--- config.mk ---
export PLATFORM = sky130hd
export DESIGN_NAME = xy_dac_arbiter
export DESIGN_NICKNAME = d
export VERILOG_FILES = /design/src/rtl/xy_dac_arbiter.sv
export SDC_FILE = /design/constraint.sdc
export NUM_CORES = 1
export LEC_CHECK = 0
export CAP_MARGIN = 0
export CORE_UTILIZATION = 47
export DETAILED_ROUTE_END_ITERATION = 6
export PLACE_DENSITY = 0.89
export RECOVER_POWER = 100
export SETUP_SLACK_MARGIN = 0.05
export SLEW_MARGIN = 20
export SYNTH_ARGS = -nofsm -noshare
export SYNTH_HDL_FRONTEND = slang
export SYNTH_SLANG_ARGS = --single-unit
--- constraint.sdc ---
create_clock -name clk -period 2.7 [get_ports clk]
set_input_delay 0.54 -clock clk [delete_from_list [all_inputs] [get_ports clk]]
set_output_delay 0.54 -clock clk [all_outputs]
set_load 0.05 [all_outputs]
--- src/rtl/xy_dac_arbiter.sv ---
// xy_dac_arbiter
// Shares one X/Y DAC pair between two point-stream requesters.
// Requesters are served round-robin. Each accepted point goes through two
// windows on the DACs:
//   1. A settle window of SETTLE_CYCLES cycles with the beam blanked.
//   2. A dwell window of max(dwell_cycles, 1) cycles with the beam unblanked.
//
// Ports:
//   clk, reset        clock; synchronous active-high reset
//   req0_valid/x/y    requester 0 point and valid
//   req0_ready        requester 0 point accepted this cycle
//   req1_valid/x/y    requester 1 point and valid
//   req1_ready        requester 1 point accepted this cycle
//   dwell_cycles      unblanked hold time, sampled when a point is accepted
//   xdac, ydac        registered DAC codes
//   blank             registered beam blank (1 = beam off)
//   grant_id          registered source of the point on the DACs
//   busy              1 while a point is being settled or dwelled
module xy_dac_arbiter #(
  parameter int unsigned SETTLE_CYCLES = 4,
  parameter int unsigned DWELL_W       = 8
) (
  input  logic               clk,
  input  logic               reset,
  input  logic               req0_valid,
  input  logic [7:0]         req0_x,
  input  logic [7:0]         req0_y,
  output logic               req0_ready,
  input  logic               req1_valid,
  input  logic [7:0]         req1_x,
  input  logic [7:0]         req1_y,
  output logic               req1_ready,
  input  logic [DWELL_W-1:0] dwell_cycles,
  output logic [7:0]         xdac,
  output logic [7:0]         ydac,
  output logic               blank,
  output logic               grant_id,
  output logic               busy
);

  // A zero-cycle settle window still needs a 1-bit counter to stay legal.
  localparam int unsigned SCW = (SETTLE_CYCLES > 32'd0) ? $clog2(SETTLE_CYCLES + 32'd1) : 32'd1;
  localparam logic [SCW-1:0] SETTLE_LOAD = SCW'(SETTLE_CYCLES);

  typedef enum logic [1:0] {
    ST_IDLE   = 2'd0,
    ST_SETTLE = 2'd1,
    ST_DWELL  = 2'd2
  } state_e;

  state_e             state_q, state_d;
  logic               last_grant_q, last_grant_d;
  logic [SCW-1:0]     settle_cnt_q, settle_cnt_d;
  logic [DWELL_W-1:0] dwell_cnt_q, dwell_cnt_d;
  logic [7:0]         xdac_q, xdac_d;
  logic [7:0]         ydac_q, ydac_d;
  logic               blank_q, blank_d;
  logic               grant_q, grant_d;
  logic               g0_s, g1_s, idle_s;
  logic [DWELL_W-1:0] dwell_load_s;

  // Round-robin arbitration: under contention the requester that did not win
  // last time gets the grant.
  always_comb begin
    g0_s       = req0_valid & (~req1_valid | last_grant_q);
    g1_s       = req1_valid & (~req0_valid | ~last_grant_q);
    idle_s     = (state_q == ST_IDLE) & ~reset;
    req0_ready = idle_s & g0_s;
    req1_ready = idle_s & g1_s;
  end

  // A dwell request of zero still shows the point for one cycle.
  always_comb begin
    if (dwell_cycles == '0) begin
      dwell_load_s = DWELL_W'(1);
    end else begin
      dwell_load_s = dwell_cycles;
    end
  end

  // Next-state logic for the point sequencer and its registered outputs.
  always_comb begin
    state_d      = state_q;
    last_grant_d = last_grant_q;
    settle_cnt_d = settle_cnt_q;
    dwell_cnt_d  = dwell_cnt_q;
    xdac_d       = xdac_q;
    ydac_d       = ydac_q;
    blank_d      = blank_q;
    grant_d      = grant_q;
    case (state_q)
      ST_IDLE: begin
        if (req0_ready | req1_ready) begin
          xdac_d       = req1_ready ? req1_x : req0_x;
          ydac_d       = req1_ready ? req1_y : req0_y;
          grant_d      = req1_ready;
          last_grant_d = req1_ready;
          dwell_cnt_d  = dwell_load_s;
          settle_cnt_d = SETTLE_LOAD;
          if (SETTLE_CYCLES == 32'd0) begin
            state_d = ST_DWELL;
            blank_d = 1'b0;
          end else begin
            state_d = ST_SETTLE;
            blank_d = 1'b1;
          end
        end else begin
          blank_d = 1'b1;
        end
      end
      ST_SETTLE: begin
        if (settle_cnt_q <= SCW'(1)) begin
          state_d = ST_DWELL;
          blank_d = 1'b0;
        end else begin
          settle_cnt_d = settle_cnt_q - SCW'(1);
        end
      end
      ST_DWELL: begin
        if (dwell_cnt_q <= DWELL_W'(1)) begin
          state_d = ST_IDLE;
          blank_d = 1'b1;
        end else begin
          dwell_cnt_d = dwell_cnt_q - DWELL_W'(1);
        end
      end
      default: begin
        state_d = ST_IDLE;
        blank_d = 1'b1;
      end
    endcase
  end

  // State and output registers; reset abandons any point in flight.
  always_ff @(posedge clk) begin
    if (reset) begin
      state_q      <= ST_IDLE;
      last_grant_q <= 1'b1;
      settle_cnt_q <= '0;
      dwell_cnt_q  <= '0;
      xdac_q       <= 8'd0;
      ydac_q       <= 8'd0;
      blank_q      <= 1'b1;
      grant_q      <= 1'b0;
    end else begin
      state_q      <= state_d;
      last_grant_q <= last_grant_d;
      settle_cnt_q <= settle_cnt_d;
      dwell_cnt_q  <= dwell_cnt_d;
      xdac_q       <= xdac_d;
      ydac_q       <= ydac_d;
      blank_q      <= blank_d;
      grant_q      <= grant_d;
    end
  end

  assign xdac     = xdac_q;
  assign ydac     = ydac_q;
  assign blank    = blank_q;
  assign grant_id = grant_q;
  assign busy     = (state_q != ST_IDLE);

endmodule

==> impl_metrics.tcl, run 1 <==
set metrics [dict create \
    synthMuxAreaShare_pct 9.58 \
    outcome "completed" \
    layout_min_cycle_time_ns 2.44 \
    cp-start-kind "input port" \
    crit_path_end_kind "primary output" \
    core_sq_mm 0.00336 \
    place.gp.congestion 0.820 \
    cts.sinks 32 \
    row_count 21 \
    antenna_left 0 \
    finish.utilization_pct 71.1 \
    ys_types 40 \
    grt_max_degree 33 \
    path_max_fanout 4 \
    synth.avg_cell_area_sq_um 8.80 \
    max_stage_delay_ns 0.42 \
    setup_viol 0 \
    drt-total-wl_mm 4.27 \
    fin_crit_sh_pct 90.4 \
    drv_cap 0 \
    grt_pass1_wl_mm 6.80 \
    vias 1685 \
    synth-compound-area-share_pct 26.3 \
    hold_violations 0 \
    layout_common_cells "clkdlybuf4s50_1, dfxtp_1, nor2_1, dlygate4sd3_1, a211oi_1" \
    vdd_drop_max_v 0.000393 \
    seq_area_frac_synth_pct 38.3 \
    final_common_cell "clkdlybuf4s50_1" \
    vias_per_cell 5.60 \
    fp.dieW_microns 61.6 \
    fin_setup_tns_ns 0 \
    critPathSlowestCell "clkdlybuf4s50_1" \
    syn_inst 190 \
    numPortBuffers 64 \
    synth-xor-area-share_pct 0 \
    clockBufferDepth 2 \
    ys_async_sr_fraction_pct 0 \
    area_delta_synth_final_pct 43.0 \
    crit_family "buffers and inverters" \
    postCtsHoldBufs 0 \
    drive_above_1_share_pct 8.63 \
    dr.pass1.iters 4 \
    ys.warnings.count 0 \
    antenna_found_initial 0 \
    diodes 0 \
    worst_pin_slew_ns 0.577 \
    routedWlPerCell_microns 14.2 \
    dieArea_sq_mm 0.00380 \
    final_nets 302 \
    cts_root_buffer "clkbuf_4" \
    synthAdderAreaFrac_pct 2.99 \
    clkLatencyLatePin_ns 0.33 \
    hpwl_mm 3.15 \
    rsz0062_at_grt "no" \
    synth_fp_nets 238 \
    netlist_area_sq_mm 0.00167 \
    yosys.area_share.simple_pct 17.0 \
    cts_tree "built" \
    hold_class "register to register" \
    worstPathCellList "clkdlybuf4s50_1 > nor3_1 > o211ai_1 > inv_1 > clkbuf_2" \
    pin_count 65 \
    cts.clk_slew.worst_paths_ns 0.09 \
    post_cts_buffers 0 \
    synth_edf_count 0 \
    cp.required_ns 2.16 \
    finalClockSkew_ns 0.00688 \
    fmax_mhz 410 \
    die-height_microns 61.6 \
    drc_errors 0 \
    power.density_mw_per_mm2 634 \
    p_leak_nw 1.04 \
    synth_top_family_by_area "compound AO/OA/AOI/OAI gates" \
    relSlewSlack_pct 61.5 \
    cts_made_buffers 5 \
    critPathArrivalTime_ns 1.90 \
    track_usage_pct 24.4 \
    ys.flop_type "dfxtp_1" \
    cts_resized 0 \
    start_util_pct 49.7 \
    drv_slew 0 \
    overflow 0 \
    cts.htree.levels 2 \
    drt_iter0_markers 59 \
    ys_seq_elements 32 \
    criticalPathCategory "input port to primary output" \
    grt_pass1_vias 1495 \
    path_buf_inv 3 \
]
## worst paths after layout
kind,depth (start not counted),slack [ns],endpoint,from
worst min-delay path,2,0.49,dwell_cnt_q[1],dwell_cnt_q[1]
worst max-delay path,5,0.26,req1_ready,reset
worst min register to register,2,0.49,dwell_cnt_q[1],dwell_cnt_q[1]
worst max register to register,5,0.30,dwell_cnt_q[2],dwell_cnt_q[3]
## Yosys cell counts, types with 2 or more instances
cell	number	area (sq um)
o32ai_1	4	35.0
buf_2	3	15.0
a211oi_1	17	128
o21ai_0	4	20.0
a211o_1	2	17.5
inv_1	10	37.5
nor2b_1	2	12.5
a311oi_1	3	26.3
nor2_1	23	86.3
a21oi_1	10	50.1
nor3_1	5	25.0
nand3_1	6	30.0
mux2i_1	16	160
dfxtp_1	32	641
nand2_1	6	22.5
a21boi_0	2	15.0
a31oi_1	2	12.5
nand2b_1	5	31.3
ha_1	4	50.1
a221o_2	3	33.8
clkbuf_1	9	33.8
o211ai_1	2	15.0
nor4_1	3	18.8
## per-stage QoR
step	hold slack (ns)	cells	instance area [sq um]	setup slack [ns]	total power [mW]
6_report	0.489	301	2390	0.259	1.52
3_3_place_gp	0.466	293	2370	0.404	1.26
2_1_floorplan	0.453	190	1670	0.523	1.04
3_5_place_dp	0.472	293	2370	0.387	1.27
5_1_grt	0.518	301	2390	0.112	1.61
4_1_cts	0.493	301	2440	0.361	1.56
## layer usage
metal	part of all wire (%)	routed length (microns)	GRT usage [%]	up-vias
met4	0.89	38	7.62	0
met3	4.5	191	6.09	5
met2	50	2150	39.3	49
met1	44	1890	32.1	794
met5	0	0	0	-
li1	-	-	-	837
## sequential cells by signal, indices dropped and copies added, names as in the netlist
register      cells
state_q           2
last_grant_q      1
ydac              8
xdac              8
settle_cnt_q      3
dwell_cnt_q       8
grant_id          1
blank             1
## cells by family after synthesis
logic type	after synthesis
flops	32
simple gates	58
compound gates	57
mux	16
fa+ha+maj	4
buf+inv	23
## worst min-delay path, stage by stage, from the launching register on
cell     delay (ns)
dfxtp_1        0.33
nand3_1        0.07
a21oi_1        0.05
## report_power, final
part	internal [mW]	switching [mW]
Clock	0.124	0.164
Sequential	0.541	0.0542
Combinational	0.250	0.383
Total	0.914	0.601
## final cells by class
| cell class | count | area (sq um) |
|---|---|---|
| Clock buffer | 6 | 51.3 |
| Timing Repair Buffer | 70 | 666 |
| Sequential cell | 32 | 641 |
| Tap cell | 46 | 57.6 |
| Clock inverter | 2 | 10.0 |
| Inverter | 10 | 37.5 |
| Fill cell | 292 | 972 |
| Multi-Input combinational cell | 135 | 928 |
No activity file was read; power rests on OpenSTA's default activity.
==> run 2: changes to the inputs <==
--- a/config.mk
+++ b/config.mk
@@ -5,6 +5,7 @@
 export SDC_FILE = /design/constraint.sdc
 export NUM_CORES = 1
 export LEC_CHECK = 0
+export ABC_CLOCK_PERIOD_IN_PS = 2700
 export CAP_MARGIN = 0
 export CORE_UTILIZATION = 47
 export DETAILED_ROUTE_END_ITERATION = 6
==> results of run 2 <==
Same layout as run 1: the final DEF is identical, and so are final timing and power.
==> run 3: changes to the inputs <==
--- a/config.mk
+++ b/config.mk
@@ -8,6 +8,7 @@
 export ABC_CLOCK_PERIOD_IN_PS = 2700
 export CAP_MARGIN = 0
 export CORE_UTILIZATION = 47
+export CTS_CLUSTER_DIAMETER = 30
 export DETAILED_ROUTE_END_ITERATION = 6
 export PLACE_DENSITY = 0.89
 export RECOVER_POWER = 100
==> results of run 3 <==
Same layout as run 1: the final DEF is identical, and so are final timing and power.
